### config.mk
export PLATFORM = sky130hd
export DESIGN_NAME = led_pattern_gen
export DESIGN_NICKNAME = d
export VERILOG_FILES = /design/src/rtl/led_pattern_gen.sv
export SDC_FILE = /design/constraint.sdc
export NUM_CORES = 1
export LEC_CHECK = 0
export ABC_AREA = 1
export CAP_MARGIN = 10
export CORE_MARGIN = 2
export CORE_UTILIZATION = 60
export DETAILED_ROUTE_END_ITERATION = 10
export GPL_ROUTABILITY_DRIVEN = 0
export PLACE_DENSITY = 0.93
export SETUP_SLACK_MARGIN = 0.2
export SLEW_MARGIN = 10
export SYNTH_ARGS = -nofsm -noshare
export SYNTH_HDL_FRONTEND = slang
export SYNTH_SLANG_ARGS = --single-unit
### constraint.sdc
create_clock -name clk -period 3.4 [get_ports clk]
set_input_delay 1.02 -clock clk [delete_from_list [all_inputs] [get_ports clk]]
set_output_delay 1.02 -clock clk [all_outputs]
set_load 0.005 [all_outputs]
### src/rtl/led_pattern_gen.sv
// Parametrised LED pattern generator (BINARY / SCAN / FILL / BLINK) stepped by a prescaler tick.
// Optional feature macro: LED_PWM_EN adds a brightness port and PWM gating of the LED outputs.
module led_pattern_gen #(
    parameter int N_LEDS     = 8,
    parameter int PRESCALE_W = 18,
    parameter int PWM_W      = 4
) (
    input  logic              clk,
    input  logic              resetn,
    input  logic              en,
    input  logic [1:0]        mode,
    input  logic              mode_load,
`ifdef LED_PWM_EN
    input  logic [PWM_W-1:0]  brightness,
`endif
    output logic              tick,
    output logic              mode_ack,
    output logic [1:0]        cur_mode,
    output logic [N_LEDS-1:0] leds
);

    localparam int POS_W  = (N_LEDS > 1) ? $clog2(N_LEDS) : 1;
    localparam int FILL_W = $clog2(N_LEDS + 1);

    localparam logic [POS_W-1:0]  POS_LAST = POS_W'(N_LEDS - 1);
    localparam logic [FILL_W-1:0] FILL_MAX = FILL_W'(N_LEDS);

    typedef enum logic [1:0] {
        MODE_BINARY = 2'd0,
        MODE_SCAN   = 2'd1,
        MODE_FILL   = 2'd2,
        MODE_BLINK  = 2'd3
    } mode_e;

    logic [PRESCALE_W-1:0] prescaler;
    mode_e                 cur_mode_q;
    mode_e                 pend_mode;
    logic                  pend_valid;

    logic [N_LEDS-1:0]     step;
    logic [POS_W-1:0]      pos;
    logic                  dir_up;
    logic [FILL_W-1:0]     fill;
    logic                  phase;

    logic [N_LEDS-1:0]     pattern;

    // NOTE: all state below is sequential, so it uses non-blocking assignments only;
    // blocking here would let later statements see updated values within the same edge.
    always_ff @(posedge clk) begin
        if (!resetn) begin
            prescaler  <= '0;
            tick       <= 1'b0;
            mode_ack   <= 1'b0;
            cur_mode_q <= MODE_BINARY;
            pend_mode  <= MODE_BINARY;
            pend_valid <= 1'b0;
            step       <= '0;
            pos        <= '0;
            dir_up     <= 1'b1;
            fill       <= '0;
            phase      <= 1'b0;
        end else begin
            tick     <= 1'b0;
            mode_ack <= 1'b0;
            if (en) begin
                prescaler <= prescaler + 1'b1;
                tick      <= (prescaler == '1);

                if (tick) begin
                    if (pend_valid) begin
                        // Apply restarts the pattern instead of advancing it.
                        cur_mode_q <= pend_mode;
                        mode_ack   <= 1'b1;
                        pend_valid <= 1'b0;
                        step       <= '0;
                        pos        <= '0;
                        dir_up     <= 1'b1;
                        fill       <= '0;
                        phase      <= 1'b0;
                    end else begin
                        unique case (cur_mode_q)
                            MODE_BINARY: step <= step + 1'b1;
                            MODE_SCAN: begin
                                if (N_LEDS > 1) begin
                                    if (dir_up) begin
                                        if (pos == POS_LAST) begin
                                            dir_up <= 1'b0;
                                            pos    <= pos - 1'b1;
                                        end else begin
                                            pos <= pos + 1'b1;
                                        end
                                    end else begin
                                        if (pos == '0) begin
                                            dir_up <= 1'b1;
                                            pos    <= pos + 1'b1;
                                        end else begin
                                            pos <= pos - 1'b1;
                                        end
                                    end
                                end
                            end
                            MODE_FILL: fill <= (fill == FILL_MAX) ? '0 : fill + 1'b1;
                            MODE_BLINK: phase <= ~phase;
                            default: ;
                        endcase
                    end
                end

                // Placed after the apply so a load on a tick edge stays pending for the next tick.
                if (mode_load) begin
                    pend_mode  <= mode_e'(mode);
                    pend_valid <= 1'b1;
                end
            end
        end
    end

    // NOTE: pattern gets a default before the case so no path leaves it unassigned (no latch).
    always_comb begin
        pattern = '0;
        unique case (cur_mode_q)
            MODE_BINARY: pattern = step;
            MODE_SCAN: begin
                for (int i = 0; i < N_LEDS; i++) begin
                    pattern[i] = (pos == POS_W'(i));
                end
            end
            MODE_FILL: begin
                for (int i = 0; i < N_LEDS; i++) begin
                    pattern[i] = (FILL_W'(i) < fill);
                end
            end
            MODE_BLINK: pattern = {N_LEDS{phase}};
            default: pattern = '0;
        endcase
    end

    assign cur_mode = cur_mode_q;

`ifdef LED_PWM_EN
    logic [PWM_W-1:0] pwm_ctr;
    logic             pwm_on;

    always_ff @(posedge clk) begin
        if (!resetn) begin
            pwm_ctr <= '0;
        end else if (en) begin
            pwm_ctr <= pwm_ctr + 1'b1;
        end
    end

    // Full-scale brightness is forced on; otherwise the counter would leave one dark slot.
    assign pwm_on = (brightness == '1) || (pwm_ctr < brightness);
    assign leds   = pattern & {N_LEDS{pwm_on}};
`else
    assign leds = pattern;
`endif

endmodule

==> key figures, run 1 <==
Setup path
  – Reg2reg end: pos[1]
  – CP bufs+invs: 2
  – Crit path required time: 2380 ps
  – Startpoint Class: register
  – Worst setup startpoint: cur_mode[0]
  – Crit-path leading delay family: buffers and inverters
  – Most Frequent Cell on Critical Path: nor2_1
  – WP data arrival: 1970 ps
  – Worst path depth: 6
  – CP Capture Type: primary output
  – Max incr delay on CP: 500 ps
  – CP Class: register to primary output
  – Slowest-stage cell, CP: dfxtp_1
  – Worst r2r path cells: 6
  – Reg2reg start: pos[0]
  – Flop2flop setup slack: 1940 ps
  – CP Cell Sequence: inv_2 -> nand2_4 -> nor2_1 -> nor2_1 -> o2111ai_1 -> clkdlybuf4s50_1
  – Critical Path Sink: leds[1]
  – Worst-path maximum fanout: 7

Drt
  – 1st-iter DRT viols: 193
  – Final WL: 4921 um
  – Drt first pass iters: 4
  – Via/cell ratio: 5.334
  – Remaining antenna violation count: 0
  – Routed length per instance: 11.83 um
  – Remaining DRCs: 0
  – Vias: 2,219

Timing
  – Final worst slack: 414.8 ps
  – Hold Vio Cnt, Final: 0
  – Worst clock skew: 14.21 ps
  – RSZ-0062 raised after global routing: false
  – Final Cycle Share: 0.8780
  – Setup tns final: 0 ps
  – Fmax: 335.0 MHz
  – Fin. max-slew vios: 0
  – Final min period: 2985 ps
  – Worst slew margin: 0.6727
  – Setup Viol. Count Final: 0
  – Measured slew at the worst slew-check pin: 489.4 ps

Place
  – Setup WS pre-CTS: 614.0 ps
  – Detailed placement HPWL: 3736 um
  – PortBufs: 17

Run
  – Total of max-cap violations: 0

Floorplanning
  – # rows: 22
  – Core box area: 0.003744 mm^2
  – Die ar.: 0.004490 mm^2
  – I/O pins: 18
  – Die H: 67.01 um
  – Initial core utilization: 0.6364
  – Die span in x: 67.01 um

Power and ir drop
  – Leakage power: 1.091 nW
  – Pwr/cell area: 328.1 mW/mm^2
  – Peak supply drop: 0.2465 mV

Clock tree
  – Setup Buffers After CTS: 0
  – TritonCTS Buffers: 5
  – Clock Latency Late Sink: 310 ps
  – Root buf cell: clkbuf_8
  – Clock sinks: 42
  – Htree depth: 2
  – Buffer depth of the longest clock path: 2
  – Clock-pin slew on the worst setup and hold paths: 90 ps
  – CTS tree: yes

Logic synthesis
  – Post-synth top flop: dfxtp_1
  – FF+latch count, synth: 42
  – Distinct cells, synth: 33
  – Synth async-reset ratio: 0
  – Cells after Synth: 348
  – Seq/Total Area, Yosys: 0.3529
  – Syn nets: 366
  – Synthesized area: 0.002382 mm^2
  – Syn Area/Cell: 6.846 um^2
  – Post-synth top area share: 0.3529
  – Most frequent cells after synthesis: 75 x nand2_1, 56 x nor2_1, 42 x dfxtp_1
  – Post-synth EDFFs: 0
  – Ys Warns: 0
  – Area leader, netlist: dfxtp_1
  – Top-count cell post-synth: nand2_1
  – Ranking of synthesized cells by area: dfxtp_1 35%, nand2_1 12%, nor2_1 8.8%

GRT
  – Initial antenna violation count: 0
  – Total global-route track usage: 0.2440
  – Vias in the first global route: 2,025
  – First-pass GRT wire length: 8321 um
  – Largest net degree at the start of global routing: 19
  – Grt total ovfl: 0

Final layout
  – Multi-input logic area: 0.001331 mm^2
  – # diodes: 0
  – Layout cells sized above 1: 0.08152
  – Area Growth Syn to Fin: 12.03%
  – Fillcell total: 317
  – Layout net count: 385
  – Register area: 842.1 um^2

Hold path
  – Worst hold path class: register to register

Run status
  – Status: finished clean
## area by class of cell
type / instances / share of cell area
clock inverters: 3 / 0.009376
inverters: 43 / 0.06142
clock buffers: 5 / 0.02579
multi-input cells: 257 / 0.4988
repair buffers: 18 / 0.06657
well taps: 48 / 0.02250
flip-flops and latches: 42 / 0.3155
## routing by layer
layer | vias up | global-route usage | share of wire
met4 | 0 | 0.08418 | 0.010
met1 | 986 | 0.2813 | 0.45
met5 | - | 0 | 0
met3 | 5 | 0.06419 | 0.049
li1 | 1171 | - | -
met2 | 57 | 0.4307 | 0.49
## registers in the layout, indices dropped and copies added, names as in the netlist, 2 cells and up
signal,flops
prescaler,18
fill,4
cur_mode,2
step,8
pend_mode,2
pos,3
## logic make-up (layout without fill, tap and decap cells)
logic type / after synthesis / in the layout / synth area share
flip-flops: 42 / 42 / 0.3529
AND/OR/NAND/NOR: 190 / 190 / 0.3655
AO/OA/AOI/OAI: 55 / 55 / 0.1303
adder cells (fa/ha/maj): 12 / 12 / 0.06302
buffers and inverters: 49 / 69 / 0.08823
## worst min-delay path by stage
stage             startpoint  cells after the start  endpoint
6_report       prescaler[17]                      2      tick
2_1_floorplan  prescaler[17]                      2      tick
3_5_place_dp   prescaler[17]                      2      tick
4_1_cts        prescaler[17]                      2      tick
5_1_grt        prescaler[17]                      2      tick
3_3_place_gp   prescaler[17]                      2      tick
## through the flow
step / std cells / hold slack, ps / area (um^2) / utilization / power [mW]
5_1_grt: 416 / 482.7 / 2669 / 0.7129 / 0.9001
2_1_floorplan: 348 / 428.4 / 2382 / - / 0.5361
6_report: 416 / 458.1 / 2669 / 0.7129 / 0.8755
3_3_place_gp: 408 / 438.6 / 2574 / 0.6875 / 0.5462
3_5_place_dp: 408 / 444.4 / 2574 / 0.6875 / 0.5471
4_1_cts: 416 / 457.5 / 2668 / 0.7126 / 0.8793
## what timing repair did
action / 4_1_cts / 5_1_grt
hold buffers: 0 / 0
endpoints found under the hold margin: 0 / 0
endpoints found under the setup margin: 0 / 3
gates resized for setup: 0 / 1
## layout by cell type (no fill, tap or decap), types with 2 or more instances in the layout
master / n
clkdlybuf4s50_1: 17
a21oi_1: 27
dfxtp_1: 41
nand2_4: 2
and3_1: 2
o211ai_1: 2
nand2_1: 75
nor3_1: 6
clkbuf_8: 5
o21ai_0: 13
ha_1: 12
a31oi_1: 2
nor3b_1: 2
inv_1: 39
nor2_2: 2
nor2_4: 3
o2111ai_1: 2
nand4_1: 3
nand3_1: 31
inv_2: 3
nand2_2: 4
nor2_1: 56
o21ai_1: 5
## worst reg2reg max path, cell delays in order, from the launching register on
cell     delay [ps]
dfxtp_1         330
ha_1            220
ha_1            220
or2_2           330
nand3_1          80
nand3_1          80
a21oi_1         110
## power breakdown
group | internal, mW | switching, mW
sequential | 0.496 | 0.00451
combinational | 0.0133 | 0.0217
clock | 0.148 | 0.192
total | 0.658 | 0.218
No activity file was read; power rests on OpenSTA's default activity.
==> run 2: changes to the inputs <==
--- a/config.mk
+++ b/config.mk
@@ -7,11 +7,13 @@
 export LEC_CHECK = 0
 export ABC_AREA = 1
 export CAP_MARGIN = 10
+export CELL_PAD_IN_SITES_DETAIL_PLACEMENT = 0
+export CELL_PAD_IN_SITES_GLOBAL_PLACEMENT = 1
 export CORE_MARGIN = 2
-export CORE_UTILIZATION = 60
+export CORE_UTILIZATION = 45
 export DETAILED_ROUTE_END_ITERATION = 10
 export GPL_ROUTABILITY_DRIVEN = 0
-export PLACE_DENSITY = 0.93
+export PLACE_DENSITY = 0.95
 export SETUP_SLACK_MARGIN = 0.2
 export SLEW_MARGIN = 10
 export SYNTH_ARGS = -nofsm -noshare
==> run 2 against run 1 <==
Effect of this change:
- via count fell by 1.4%
- hold slack improved by 5.1 ps
- critical endpoint unchanged
- first-iteration DRC count fell by 52%
==> key figures, run 2 (synthesized netlist as in run 1, its figures left out) <==
Setup path
  – CP Class: register to primary output
  – WP data arrival: 1990 ps
  – Worst setup startpoint: cur_mode[0]
  – Critical Path Sink: leds[1]
  – Worst-path maximum fanout: 7
  – Reg2reg end: pos[2]
  – Startpoint Class: register
  – Worst r2r path cells: 6
  – Reg2reg start: pos[0]
  – Crit path required time: 2380 ps
  – CP Capture Type: primary output
  – Flop2flop setup slack: 1900 ps

Final layout
  – Top reg by flops: prescaler
  – Top Registers: prescaler (18), step (8), fill (4)
  – Layout net count: 385
  – # diodes: 0
  – Commonest cells after routing, fill and taps aside: 75 x nand2_1, 56 x nor2_1, 41 x dfxtp_1
  – Max reg flops: 18
  – Layout cells sized above 1: 0.07880
  – Fillcell total: 533
  – Area Growth Syn to Fin: 13.08%
  – Most common cell after layout, fill and taps aside: nand2_1

Timing
  – Final Cycle Share: 0.8850
  – Setup Viol. Count Final: 0
  – Measured slew at the worst slew-check pin: 512.9 ps
  – Hold Vio Cnt, Final: 0
  – RSZ-0062 raised after global routing: false
  – Fmax: 332.3 MHz
  – Worst slew margin: 0.6570
  – Worst clock skew: 10.67 ps
  – Final min period: 3009 ps
  – Fin. max-slew vios: 0
  – Setup tns final: 0 ps

Floorplanning
  – Initial core utilization: 0.4664
  – Die ar.: 0.005892 mm^2
  – I/O pins: 18
  – # rows: 26
  – Die span in x: 76.76 um
  – Die H: 76.76 um
  – Core box area: 0.005107 mm^2

Clock tree
  – Clock-pin slew on the worst setup and hold paths: 80 ps
  – TritonCTS Buffers: 5
  – Buffer depth of the longest clock path: 2
  – Htree depth: 2
  – Clock Latency Late Sink: 300 ps
  – Root buf cell: clkbuf_8
  – Setup Buffers After CTS: 0
  – CTS tree: yes
  – Clock sinks: 42
  – Post-cts sizing count: 0
  – Hold buffers post-CTS: 0

Power and ir drop
  – Leakage power: 1.094 nW
  – Peak supply drop: 0.1629 mV
  – Overall Power: 0.8695 mW
  – Pwr/cell area: 322.8 mW/mm^2

GRT
  – Total global-route track usage: 0.1831
  – Vias in the first global route: 2,009
  – Largest net degree at the start of global routing: 19
  – First-pass GRT wire length: 8949 um
  – Initial antenna violation count: 0
  – Grt total ovfl: 0

Drt
  – Vias: 2,188
  – Via/cell ratio: 4.995
  – Final WL: 5053 um
  – Remaining antenna violation count: 0
  – Remaining DRCs: 0
  – Drt first pass iters: 4
  – Routed length per instance: 11.54 um
  – 1st-iter DRT viols: 92

Run
  – Total of max-cap violations: 0

Run status
  – Status: finished clean

Hold path
  – Worst hold path class: register to register
  – Worst Hold Depth: 2

Place
  – PortBufs: 17
  – Detailed placement HPWL: 3864 um
[run 2: power breakdown]
group          switching (mW)  total (mW)  internal (mW)
sequential            0.00497       0.501          0.496
combinational          0.0222      0.0356         0.0134
clock                   0.169       0.333          0.164
[run 2: worst min-delay path by stage]
stage | from | endpoint | slack, ps
after floorplan | prescaler[17] | tick | 430
after global placement | prescaler[17] | tick | 440
after detailed placement | prescaler[17] | tick | 450
after CTS | prescaler[17] | tick | 460
after global routing | prescaler[17] | tick | 490
final | prescaler[17] | tick | 460
[run 2: through the flow]
stage / hold WS [ps] / util / setup slack (ps) / instance area, um^2 / std cells
2_1_floorplan: 428.4 / - / 1343 / 2382 / 348
5_1_grt: 485.7 / 0.5274 / 260.3 / 2694 / 438
3_5_place_dp: 446.9 / 0.5093 / 565.0 / 2601 / 430
4_1_cts: 460.8 / 0.5272 / 234.9 / 2693 / 438
3_3_place_gp: 444.0 / 0.5093 / 636.9 / 2601 / 430
6_report: 463.2 / 0.5274 / 391.0 / 2694 / 438
[run 2: area by class of cell]
cell class	count	area, um^2	area share
Inverter	43	163.9	0.06085
Tap cell	70	87.58	0.03251
Clock inverter	1	5.005	0.001858
Timing Repair Buffer	18	177.7	0.06595
Multi-Input combinational cell	257	1331	0.4942
Sequential cell	42	842.1	0.3126
Clock buffer	7	86.33	0.03205
[run 2: worst max-delay path, cell delays in order (launching register included)]
cell and delay, ps:
dfxtp_1 490, inv_2 150, nand2_4 130, nor2_1 60, nor2_1 220, o2111ai_1 160
clkdlybuf4s50_1 480
[run 2: routing by layer]
metal | track usage | wire (um) | vias up
met5 | 0 | 0 | -
met3 | 0.03765 | 149 | 7
met4 | 0.06727 | 73 | 0
met2 | 0.3061 | 2419 | 31
met1 | 0.2322 | 2410 | 987
li1 | - | - | 1163
==> run 3: changes to the inputs <==
--- a/config.mk
+++ b/config.mk
@@ -11,6 +11,7 @@
 export CELL_PAD_IN_SITES_GLOBAL_PLACEMENT = 1
 export CORE_MARGIN = 2
 export CORE_UTILIZATION = 45
+export CTS_CLUSTER_SIZE = 28
 export DETAILED_ROUTE_END_ITERATION = 10
 export GPL_ROUTABILITY_DRIVEN = 0
 export PLACE_DENSITY = 0.95
==> results of run 3 <==
Final layout, timing and power as in run 2 (identical DEF).
